[src/rtl/dft_probe_capture.sv]
// Probe capture controller: enables one probe, waits a settle time, samples its tdi line and
// packs the samples into a response word. Optional macro DFT_PROBE_CAPTURE_MAJORITY_EN selects 3-cycle majority sampling.
module dft_probe_capture #(
  parameter int NPROBE = 8,
  parameter int IDXW   = 3,
  parameter int MAXS   = 16,
  parameter int SETTLE = 4
) (
  input  logic              CELCLK,
  input  logic              CELRSTN,
  input  logic              CELG,
  input  logic              CELSUB,
  input  logic              CELV,
  input  logic              cmd_valid,
  output logic              cmd_ready,
  input  logic [IDXW-1:0]   cmd_idx,
  input  logic [4:0]        cmd_cnt,
  output logic [NPROBE-1:0] ten,
  input  logic [NPROBE-1:0] tdi,
  output logic              rsp_valid,
  input  logic              rsp_ready,
  output logic [MAXS-1:0]   rsp_data,
  output logic              rsp_err
);

  localparam int CW = (SETTLE > 1) ? $clog2(SETTLE) : 1;

  typedef enum logic [1:0] {IDLE, WAIT, SAMPLE, RESP} state_t;

  state_t        state;
  logic [CW-1:0] settle_cnt;
  logic [4:0]    cnt_q;
  logic [4:0]    n_q;
  logic [4:0]    cnt_eff;
  logic          idx_bad;
  logic          cur_bit;
  logic          sample_bit;
  logic          sample_done;
  logic          unused_pins;

  assign unused_pins = ^{CELG, CELSUB, CELV};

  always_comb begin
    cnt_eff = cmd_cnt;
    if (cmd_cnt == 5'd0)
      cnt_eff = 5'd1;
    else if (32'(cmd_cnt) > MAXS)
      cnt_eff = 5'(MAXS);
  end

  assign idx_bad = (32'(cmd_idx) >= NPROBE);

  // ten is held one-hot on the selected probe for the whole capture, so it doubles as the tdi mux select
  assign cur_bit = |(tdi & ten);

`ifdef DFT_PROBE_CAPTURE_MAJORITY_EN
  logic [1:0] phase;
  logic       vote0;
  logic       vote1;

  assign sample_done = (phase == 2'd2);
  assign sample_bit  = (vote0 & vote1) | (vote0 & cur_bit) | (vote1 & cur_bit);

  always_ff @(posedge CELCLK or negedge CELRSTN) begin
    if (!CELRSTN) begin
      phase <= 2'd0;
      vote0 <= 1'b0;
      vote1 <= 1'b0;
    end else if (state == SAMPLE) begin
      case (phase)
        2'd0:    begin vote0 <= cur_bit; phase <= 2'd1; end
        2'd1:    begin vote1 <= cur_bit; phase <= 2'd2; end
        default: phase <= 2'd0;
      endcase
    end else begin
      phase <= 2'd0;
    end
  end
`else
  assign sample_done = 1'b1;
  assign sample_bit  = cur_bit;
`endif

  always_ff @(posedge CELCLK or negedge CELRSTN) begin
    if (!CELRSTN) begin
      state      <= IDLE;
      cmd_ready  <= 1'b1;
      ten        <= '0;
      rsp_valid  <= 1'b0;
      rsp_data   <= '0;
      rsp_err    <= 1'b0;
      settle_cnt <= '0;
      cnt_q      <= '0;
      n_q        <= '0;
    end else begin
      case (state)
        IDLE: begin
          if (cmd_valid && cmd_ready) begin
            cmd_ready <= 1'b0;
            cnt_q     <= cnt_eff;
            n_q       <= '0;
            rsp_data  <= '0;
            if (idx_bad) begin
              rsp_err   <= 1'b1;
              rsp_valid <= 1'b1;
              state     <= RESP;
            end else begin
              rsp_err    <= 1'b0;
              ten        <= NPROBE'(1) << cmd_idx;
              settle_cnt <= CW'(SETTLE - 1);
              state      <= WAIT;
            end
          end
        end
        WAIT: begin
          if (settle_cnt == '0)
            state <= SAMPLE;
          else
            settle_cnt <= settle_cnt - 1'b1;
        end
        SAMPLE: begin
          if (sample_done) begin
            rsp_data <= rsp_data | (MAXS'(sample_bit) << n_q);
            n_q      <= n_q + 5'd1;
            if (n_q + 5'd1 == cnt_q) begin
              ten       <= '0;
              rsp_valid <= 1'b1;
              state     <= RESP;
            end else begin
              settle_cnt <= CW'(SETTLE - 1);
              state      <= WAIT;
            end
          end
        end
        RESP: begin
          if (rsp_ready) begin
            rsp_valid <= 1'b0;
            cmd_ready <= 1'b1;
            state     <= IDLE;
          end
        end
        default: state <= IDLE;
      endcase
    end
  end

endmodule
[config.mk]
export PLATFORM = sky130hd
export DESIGN_NAME = dft_probe_capture
export DESIGN_NICKNAME = d
export VERILOG_FILES = /design/src/rtl/dft_probe_capture.sv
export SDC_FILE = /design/constraint.sdc
export NUM_CORES = 1
export LEC_CHECK = 0
export CAP_MARGIN = 20
export CORE_MARGIN = 5
export CORE_UTILIZATION = 45
export CTS_BUF_LIST = sky130_fd_sc_hd__clkbuf_4
export CTS_CLUSTER_DIAMETER = 200
export CTS_CLUSTER_SIZE = 30
export DETAILED_ROUTE_END_ITERATION = 8
export PLACE_DENSITY = 0.78
export SLEW_MARGIN = 0
export SYNTH_ARGS = -nofsm -noshare
export SYNTH_HDL_FRONTEND = slang
export SYNTH_SLANG_ARGS = --single-unit
[constraint.sdc]
create_clock -name CELCLK -period 2.1 [get_ports CELCLK]
set_clock_uncertainty 0.1 [all_clocks]
set_input_delay 0.315 -clock CELCLK [delete_from_list [all_inputs] [get_ports CELCLK]]
set_output_delay 0.315 -clock CELCLK [all_outputs]
set_load 0.1 [all_outputs]
# After elaboration in Yosys (flattened, before gate mapping)
# Index checks and enable logic that the tools add are counted.
dict set report totals {
  word_cells 65
  reg_bits 40
  output_inout_bits 27
}
dict set report classes {
  shifts 2
  reduce_logical 16
  n_eq_ne 10
  addsub 2
  bitwise_logic 2
  mux 24
  n_lt_le_gt_ge 1
}
# cell count
set op_table {}
lappend op_table {{$pmux 16 s2} 1}
lappend op_table {{$mux 16} 1}
lappend op_table {{$mux 8} 2}
lappend op_table {{$or 16x16->16} 1}
lappend op_table {{$pmux 8 s2} 1}
lappend op_table {{$shl 1x5->16} 1}
lappend op_table {{$mux 5} 3}
lappend op_table {{$mux 2} 7}
lappend op_table {{$ne 2x2->1 const B} 6}
lappend op_table {{$reduce_and 3->1} 4}
lappend op_table {{$pmux 5 s2} 1}
lappend op_table {{$and 8x8->8} 1}
lappend op_table {{$pmux 2 s4} 1}
lappend op_table {{$reduce_or 8->1} 1}
lappend op_table {{$shl 1x3->8 const A} 1}
lappend op_table {{$pmux 2 s3} 1}
lappend op_table {{$reduce_bool 2->1} 3}
lappend op_table {{$add 5x1->5 const B} 1}
lappend op_table {{$eq 5x5->1} 1}
lappend op_table {{$gt 5x5->1 const B} 1}
lappend op_table {{$logic_not 5->1} 1}
lappend op_table {{$eq 2x2->1 const B} 2}
lappend op_table {{$logic_not 2->1} 2}
lappend op_table {{$mux 1} 4}
lappend op_table {{7 further kinds} 9}

# Depth between registers and ports, before layout
# Gate-level depths: netlist of run 1.
dict set report depth {
  depth_word 5
  mapped_depth 6
  mapped_depth_nobuf 6
}

# Worst setup path before layout of run 1
# Ideal clock, no wire load.
dict set report synth_path {
  path_type {register -> register}
  startpoint {register n_q[0]}
  endpoint {register settle_cnt[0]}
  slack_ns 0.155
  required_ns 1.872
  path_stages_with_launch 6
  t_arrival_ns 1.717
  path_buffers 0
  synth_period_minus_slack_ns 1.945
  cell_sequence {dfrtp_1 -> ha_1 -> xor3_1 -> nor4_2 -> a31oi_1 -> mux2_1}
}
dict set report synth_via {
  elab_chain_cells 4
}
# item line_no
set synth_lines {}
lappend synth_lines {{start, declared} 33} ;# logic [4:0] n_q;
lappend synth_lines {{start signal, assigned} 124} ;# n_q <= n_q + 5'd1;
lappend synth_lines {{$add 5x1->5} 125} ;# if (n_q + 5'd1 == cnt_q) begin
lappend synth_lines {{$eq 5x5->1} 125}
lappend synth_lines {{$ne 2x2->1 (no line)} n/a}
lappend synth_lines {{$reduce_and 4->1 (no line)} n/a}
lappend synth_lines {{end signal, assigned} 110} ;# settle_cnt <= CW'(SETTLE - 1);
lappend synth_lines {{end signal, assigned} 119} ;# settle_cnt <= settle_cnt - 1'b1;
lappend synth_lines {{end signal, assigned} 130} ;# settle_cnt <= CW'(SETTLE - 1);
lappend synth_lines {{end, declared} 31} ;# logic [CW-1:0] settle_cnt;
# No other way between the ends.
# A chain may end at the register's enable or synchronous reset.

# Final worst setup path of run 1
# Ends and elaborated chain as after synthesis.

==> impl_metrics.yaml, run 1 <==
pwr:
  p_leak_nw: 1.16
  switching_share: 0.230
  p_int_w: 0.000931
  p_per_area_nw_per_um2: 486
  power_frac_seq: 0.637
  switchingPower_w: 0.000278
  combinationalPowerShare: 0.063
  power_w: 0.00121
  power_frac_clock: 0.300
  ir_worst_vdd_v: 0.000409
min_path:
  min_from: "rsp_data[5]"
  hold_class: "flip-flop to flip-flop"
setup_path:
  slowest_delay_ns: 0.40
  cp_max_fo: 4
  r2r-end: "settle_cnt[0]"
  end_kind: "flip-flop"
  start_kind: "flip-flop"
  r2r.worst_path.cells: 5
  arrival_ns: 2.09
  crit_required_ns: 2.23
  crit_chain: "ha_1 > xor3_1 > nor4_4 > a31oi_2 > mux2_1"
  startpoint: "n_q[0]"
  r2r_slack_ns: 0.14
  critical_path_class: "flip-flop to flip-flop"
  rr_startpoint: "n_q[0]"
  cp_slowest_cell: "dfrtp_1"
  cp-endpoint: "settle_cnt[0]"
timing:
  rsz0062_at_grt: "false"
  fin_crit_sh: 0.935
  finalMaxSlewViolations: 0
  period_needed_ns: 1.96
  hold_viol_final: 0
  setup_viol: 0
  fin_setup_tns_ns: 0
  max_freq_mhz: 509
  fin_hold_ws_ns: 0.389
synth:
  ys_types: 37
  synth_compound_area_frac: 0.162
  synth-seq-cells: 40
  synth_top_family_by_area: "simple AND/OR/NAND/NOR gates"
  syn_area_per_cell_sq_um: 9.70
  netlist_instances: 197
  syn_area_sq_um: 1910
  synth_xor_area_frac: 0.0445
  syn_nets: 222
  ys_warn_count: 0
  synth_simple_gate_area_share: 0.195
  synthMuxAreaShare: 0.0229
  seq_area_frac_synth: 0.524
  synth_fa_ha_area_frac: 0.0131
floorplan:
  io_pins: 50
  rows: 23
  start_util: 0.471
  design.core.area_sq_um: 4060
  design.die.area_sq_um: 5650
  die_y_microns: 75.2
  die_w_microns: 75.2
placed_design:
  port_buffers: 45
  place_congestion: 0.799
  detailed_place_hpwl_mm: 3.07
cts:
  cts_sinks: 40
  clkTransAtPathRegs_ns: 0.12
  numCtsBuffers: 5
  clock_path_buffers: 2
  root_buffer: "clkbuf_4"
  post_cts_buffers: 0
  worstSkewPairLatency_ns: 0.34
  cts_max_level: 2
  cts_tree: "yes"
layout:
  final_cell_mix: "40 x nand2_1, 39 x dfrtp_1, 35 x buf_4"
  nets: 273
  area_delta_synth_final_pct: 30.0
  post-route-util: 0.612
  drive_gt1_frac: 0.197
  final_common_cell: "nand2_1"
  num_antenna_cells: 0
job:
  max_cap_violations: 0
route:
  drt-wirelength-per-cell_microns: 13.8
  wl_mm: 4.13
  ant_nets: 0
  drt_drc_violations_left: 0
  dr.first_iter.drc_count: 134
  avgViaCountPerCell: 5.36
  dr.pass1.iters: 4
  vias: 1604
status:
  status: "completed"
grt:
  grt_max_degree: 41
  grt_pass1_wl_mm: 6.82
  grt_pass1_vias: 1474
  antenna_found_initial: 0
  grt_use_total: 0.160
  overflow: 0
## power by group through the flow
stage	Combinational (W)	Sequential [W]	Clock (W)
floorplan	0.0000196	0.000785	0
global placement	0.0000751	0.000785	0
detailed placement	0.0000759	0.000785	0
CTS	0.0000775	0.000770	0.000375
global route	0.0000849	0.000770	0.000409
finish	0.0000764	0.000770	0.000362
## layout make-up
type,count,area (sq um)
Timing Repair Buffer,57,498
Inverter,3,11.3
Clock buffer,5,37.5
Multi-Input combinational cell,141,860
Fill cell,348,1570
Tap cell,50,62.6
Clock inverter,3,13.8
Sequential cell,40,1000
## sequential cells by signal (all words and copies together), names as in the netlist
signal,flops
rsp_valid,1
settle_cnt,2
state,2
cnt_q,5
ten,8
n_q,5
rsp_data,16
cmd_ready,1
## synthesized netlist by cell type
cell | instances | area (sq um)
dfstp_2 | 1 | 26.3
nor4_2 | 1 | 12.5
a211o_1 | 1 | 8.76
mux2_1 | 3 | 33.8
inv_1 | 3 | 11.3
and3_1 | 1 | 6.26
buf_4 | 2 | 15.0
nor2_1 | 6 | 22.5
buf_2 | 2 | 10.0
nand3_1 | 11 | 55.1
xnor2_1 | 5 | 43.8
a31oi_1 | 1 | 6.26
o21a_1 | 1 | 7.51
nor2b_1 | 5 | 31.3
dfrtp_1 | 39 | 976
a22oi_1 | 4 | 30.0
ha_1 | 2 | 25.0
o21ai_1 | 14 | 70.1
nand4bb_1 | 1 | 11.3
mux2i_1 | 1 | 10.0
clkbuf_1 | 9 | 33.8
o31ai_1 | 8 | 60.1
a21oi_1 | 4 | 20.0
nand2b_1 | 7 | 43.8
nand2_1 | 40 | 150
a22o_1 | 1 | 8.76
conb_1 | 1 | 3.75
a21bo_1 | 1 | 10.0
o22ai_1 | 8 | 50.1
xor3_1 | 1 | 23.8
xor2_1 | 2 | 17.5
nor3_1 | 1 | 5.00
nand4_1 | 2 | 12.5
o21ai_0 | 1 | 5.00
a21o_1 | 2 | 15.0
o41ai_1 | 2 | 17.5
nand3b_1 | 3 | 22.5
## stage by stage
stage	instances	area [sq um]	setup slack, ns
final	299	2480	0.136
after floorplan	197	1910	0.155
after CTS	299	2470	0.0196
after global placement	290	2400	0.0357
after detailed placement	290	2400	0.000447
after global routing	299	2480	0.0536
## what timing repair did
action	CTS	global route
pin swaps	0	1
hold endpoints to repair	39	0
gates resized for setup	1	3
hold buffers	1	0
setup endpoints to repair	8	10
## how the worst min path moves through the flow
stage                     cells after the start  slack, ns          end
final                                         2       0.39  rsp_data[5]
after CTS                                     2       0.39  rsp_data[8]
after floorplan                               0      -0.08     cnt_q[0]
after global placement                        2       0.29       ten[3]
after detailed placement                      2       0.30       ten[3]
after global routing                          2       0.41  rsp_data[8]
## cell families after synthesis
| kind of cell | Yosys count |
|---|---|
| and+or+nand+nor | 78 |
| xor gates and xnor gates | 8 |
| muxes | 4 |
| buffers and inverters | 16 |
| DFF | 40 |
| adders and majority gates | 2 |
| other | 1 |
| AOI/OAI and AO/OA | 48 |
## critical path, delay by kind of cell (launching register included)
kind,cells,cell delay [ns]
xor+xnor,1,0.40
compound gates,1,0.16
mux,1,0.34
fa+ha+maj,1,0.25
simple gates,1,0.19
flops,1,0.40
## routing by layer
layer  track usage  wire length, microns  up-vias
li1              -                     -      787
met1         0.215                  1780      770
met2         0.254                  2070       39
met3        0.0441                   217        8
met4        0.0466                    64        0
met5             0                     0        -
No activity file was read; power rests on OpenSTA's default activity.
==> run 2: changes to the inputs <==
--- a/config.mk
+++ b/config.mk
@@ -7,12 +7,13 @@
 export LEC_CHECK = 0
 export CAP_MARGIN = 20
 export CORE_MARGIN = 5
-export CORE_UTILIZATION = 45
+export CORE_UTILIZATION = 50
 export CTS_BUF_LIST = sky130_fd_sc_hd__clkbuf_4
 export CTS_CLUSTER_DIAMETER = 200
 export CTS_CLUSTER_SIZE = 30
 export DETAILED_ROUTE_END_ITERATION = 8
-export PLACE_DENSITY = 0.78
+export HOLD_SLACK_MARGIN = 0.02
+export PLACE_DENSITY = 0.82
 export SLEW_MARGIN = 0
 export SYNTH_ARGS = -nofsm -noshare
 export SYNTH_HDL_FRONTEND = slang
==> constraint.sdc (replaced) <==
create_clock -name CELCLK -period 2 [get_ports CELCLK]
set_clock_uncertainty 0.1 [all_clocks]
set_input_delay 0.3 -clock CELCLK [delete_from_list [all_inputs] [get_ports CELCLK]]
set_output_delay 0.3 -clock CELCLK [all_outputs]
set_load 0.1 [all_outputs]
==> impl_metrics.yaml, run 2 (synthesized netlist as in run 1, its figures left out) <==
layout:
  fillerInstances: 301
  drive_gt1_frac: 0.202
  area_delta_synth_final_pct: 32.3
  final_cell_mix: "40 x nand2_1, 39 x dfrtp_1, 36 x buf_4"
  max_flop_register: "rsp_data"
  fin_area_sq_um: 2530
  num_antenna_cells: 0
  multi_input_area_sq_um: 855
  largest_register_ffs: 16
  nets: 276
  reg_top3: "rsp_data: 16 flops, ten: 8 flops"
  final_common_cell: "nand2_1"
  register_area_sq_um: 1000
floorplan:
  design.core.area_sq_um: 3690
  io_pins: 50
  die_w_microns: 71.8
  rows: 22
  design.die.area_sq_um: 5160
  die_y_microns: 71.8
  start_util: 0.518
grt:
  grt_pass1_wl_mm: 7.16
  overflow: 0
  grt_max_degree: 33
  grt_use_total: 0.180
  antenna_found_initial: 0
  grt_pass1_vias: 1566
route:
  vias: 1611
  dr.first_iter.drc_count: 98
  ant_nets: 0
  dr.pass1.iters: 4
  wl_mm: 4.25
  drt_drc_violations_left: 0
  drt-wirelength-per-cell_microns: 14.2
  avgViaCountPerCell: 5.37
cts:
  numCtsBuffers: 5
  cts_sinks: 40
  clkTransAtPathRegs_ns: 0.12
  clock_path_buffers: 2
  cts_max_level: 2
  worstSkewPairLatency_ns: 0.36
  cts_tree: "yes"
  root_buffer: "clkbuf_4"
setup_path:
  r2r_slack_ns: 0.10
  end_kind: "flip-flop"
  start_kind: "flip-flop"
  critical_path_class: "flip-flop to flip-flop"
  crit_required_ns: 2.15
  arrival_ns: 2.05
  cp_max_fo: 2
placed_design:
  placed_cell_area_sq_um: 2450
  place_congestion: 0.803
  port_buffers: 45
  detailed_place_hpwl_mm: 3.20
  detailedPlace.worstSlack_ns: -0.0238
timing:
  fin_crit_sh: 0.949
  setup_ws_ns: 0.103
  period_needed_ns: 1.90
  max_freq_mhz: 527
  hold_viol_final: 0
  setup_viol: 0
  finalMaxSlewViolations: 0
pwr:
  ir_worst_vdd_v: 0.000422
  p_per_area_nw_per_um2: 514
  p_leak_nw: 1.17
job:
  max_cap_violations: 0
min_path:
  hold_class: "input port to async pin"
status:
  status: "completed"
[run 2: per-layer routing]
layer | wire length, microns | part of all wire | GRT usage | up-vias
met2 | 2180 | 0.51 | 0.295 | 44
met5 | 0 | 0 | 0 | -
li1 | - | - | - | 797
met3 | 232 | 0.055 | 0.0407 | 9
met1 | 1730 | 0.41 | 0.223 | 761
met4 | 102 | 0.024 | 0.0877 | 0
[run 2: critical path, cell delays in order, from the launching register on]
cell and delay (ns):
dfrtp_1 0.40, ha_1 0.22, xor3_1 0.39, nor4_4 0.18, a31oi_2 0.16, mux2_1 0.34
[run 2: metrics by stage]
stage	hold WS (ns)	util	instances	total power (W)	TNS [ns]
2_1_floorplan	-0.0956	-	197	0.000845	0
3_3_place_gp	0.174	0.664	291	0.000906	0
3_5_place_dp	0.178	0.664	291	0.000907	-0.0273
4_1_cts	0.314	0.684	300	0.00131	0
5_1_grt	0.381	0.686	300	0.00135	-0.0465
6_report	0.355	0.686	300	0.00130	0
[run 2: path summary, 6_finish.rpt]
path | from | cells after the start | to
setup / recovery | n_q[0] | 5 | settle_cnt[1]
hold / removal | CELRSTN | 2 | ten[5]
setup reg to reg | n_q[0] | 5 | settle_cnt[1]
hold reg to reg | rsp_data[10] | 2 | rsp_data[10]
max in group asynchronous | CELRSTN | 3 | cmd_ready
min in group CELCLK | rsp_data[10] | 2 | rsp_data[10]
[run 2: timing repair]
item | 4_1_cts | 5_1_grt
pin swaps | 1 | 0
hold buffers | 1 | 0
setup buffers | 0 | 0
gates resized for setup | 1 | 1
setup endpoints to repair | 2 | 5
hold endpoints to repair | 19 | 0
[run 2: area by class of cell]
class	count	area share
multi-input cells	141	0.338
clock inverters	3	0.00742
flip-flops and latches	40	0.396
well taps	48	0.0237
inverters	3	0.00445
clock buffers	5	0.0148
repair buffers	60	0.216
[run 2: power by group]
| part | internal (W) | switching, W |
|---|---|---|
| clock | 0.000132 | 0.000275 |
| sequential | 0.000809 | 0 |
| combinational | 0.0000427 | 0.0000418 |
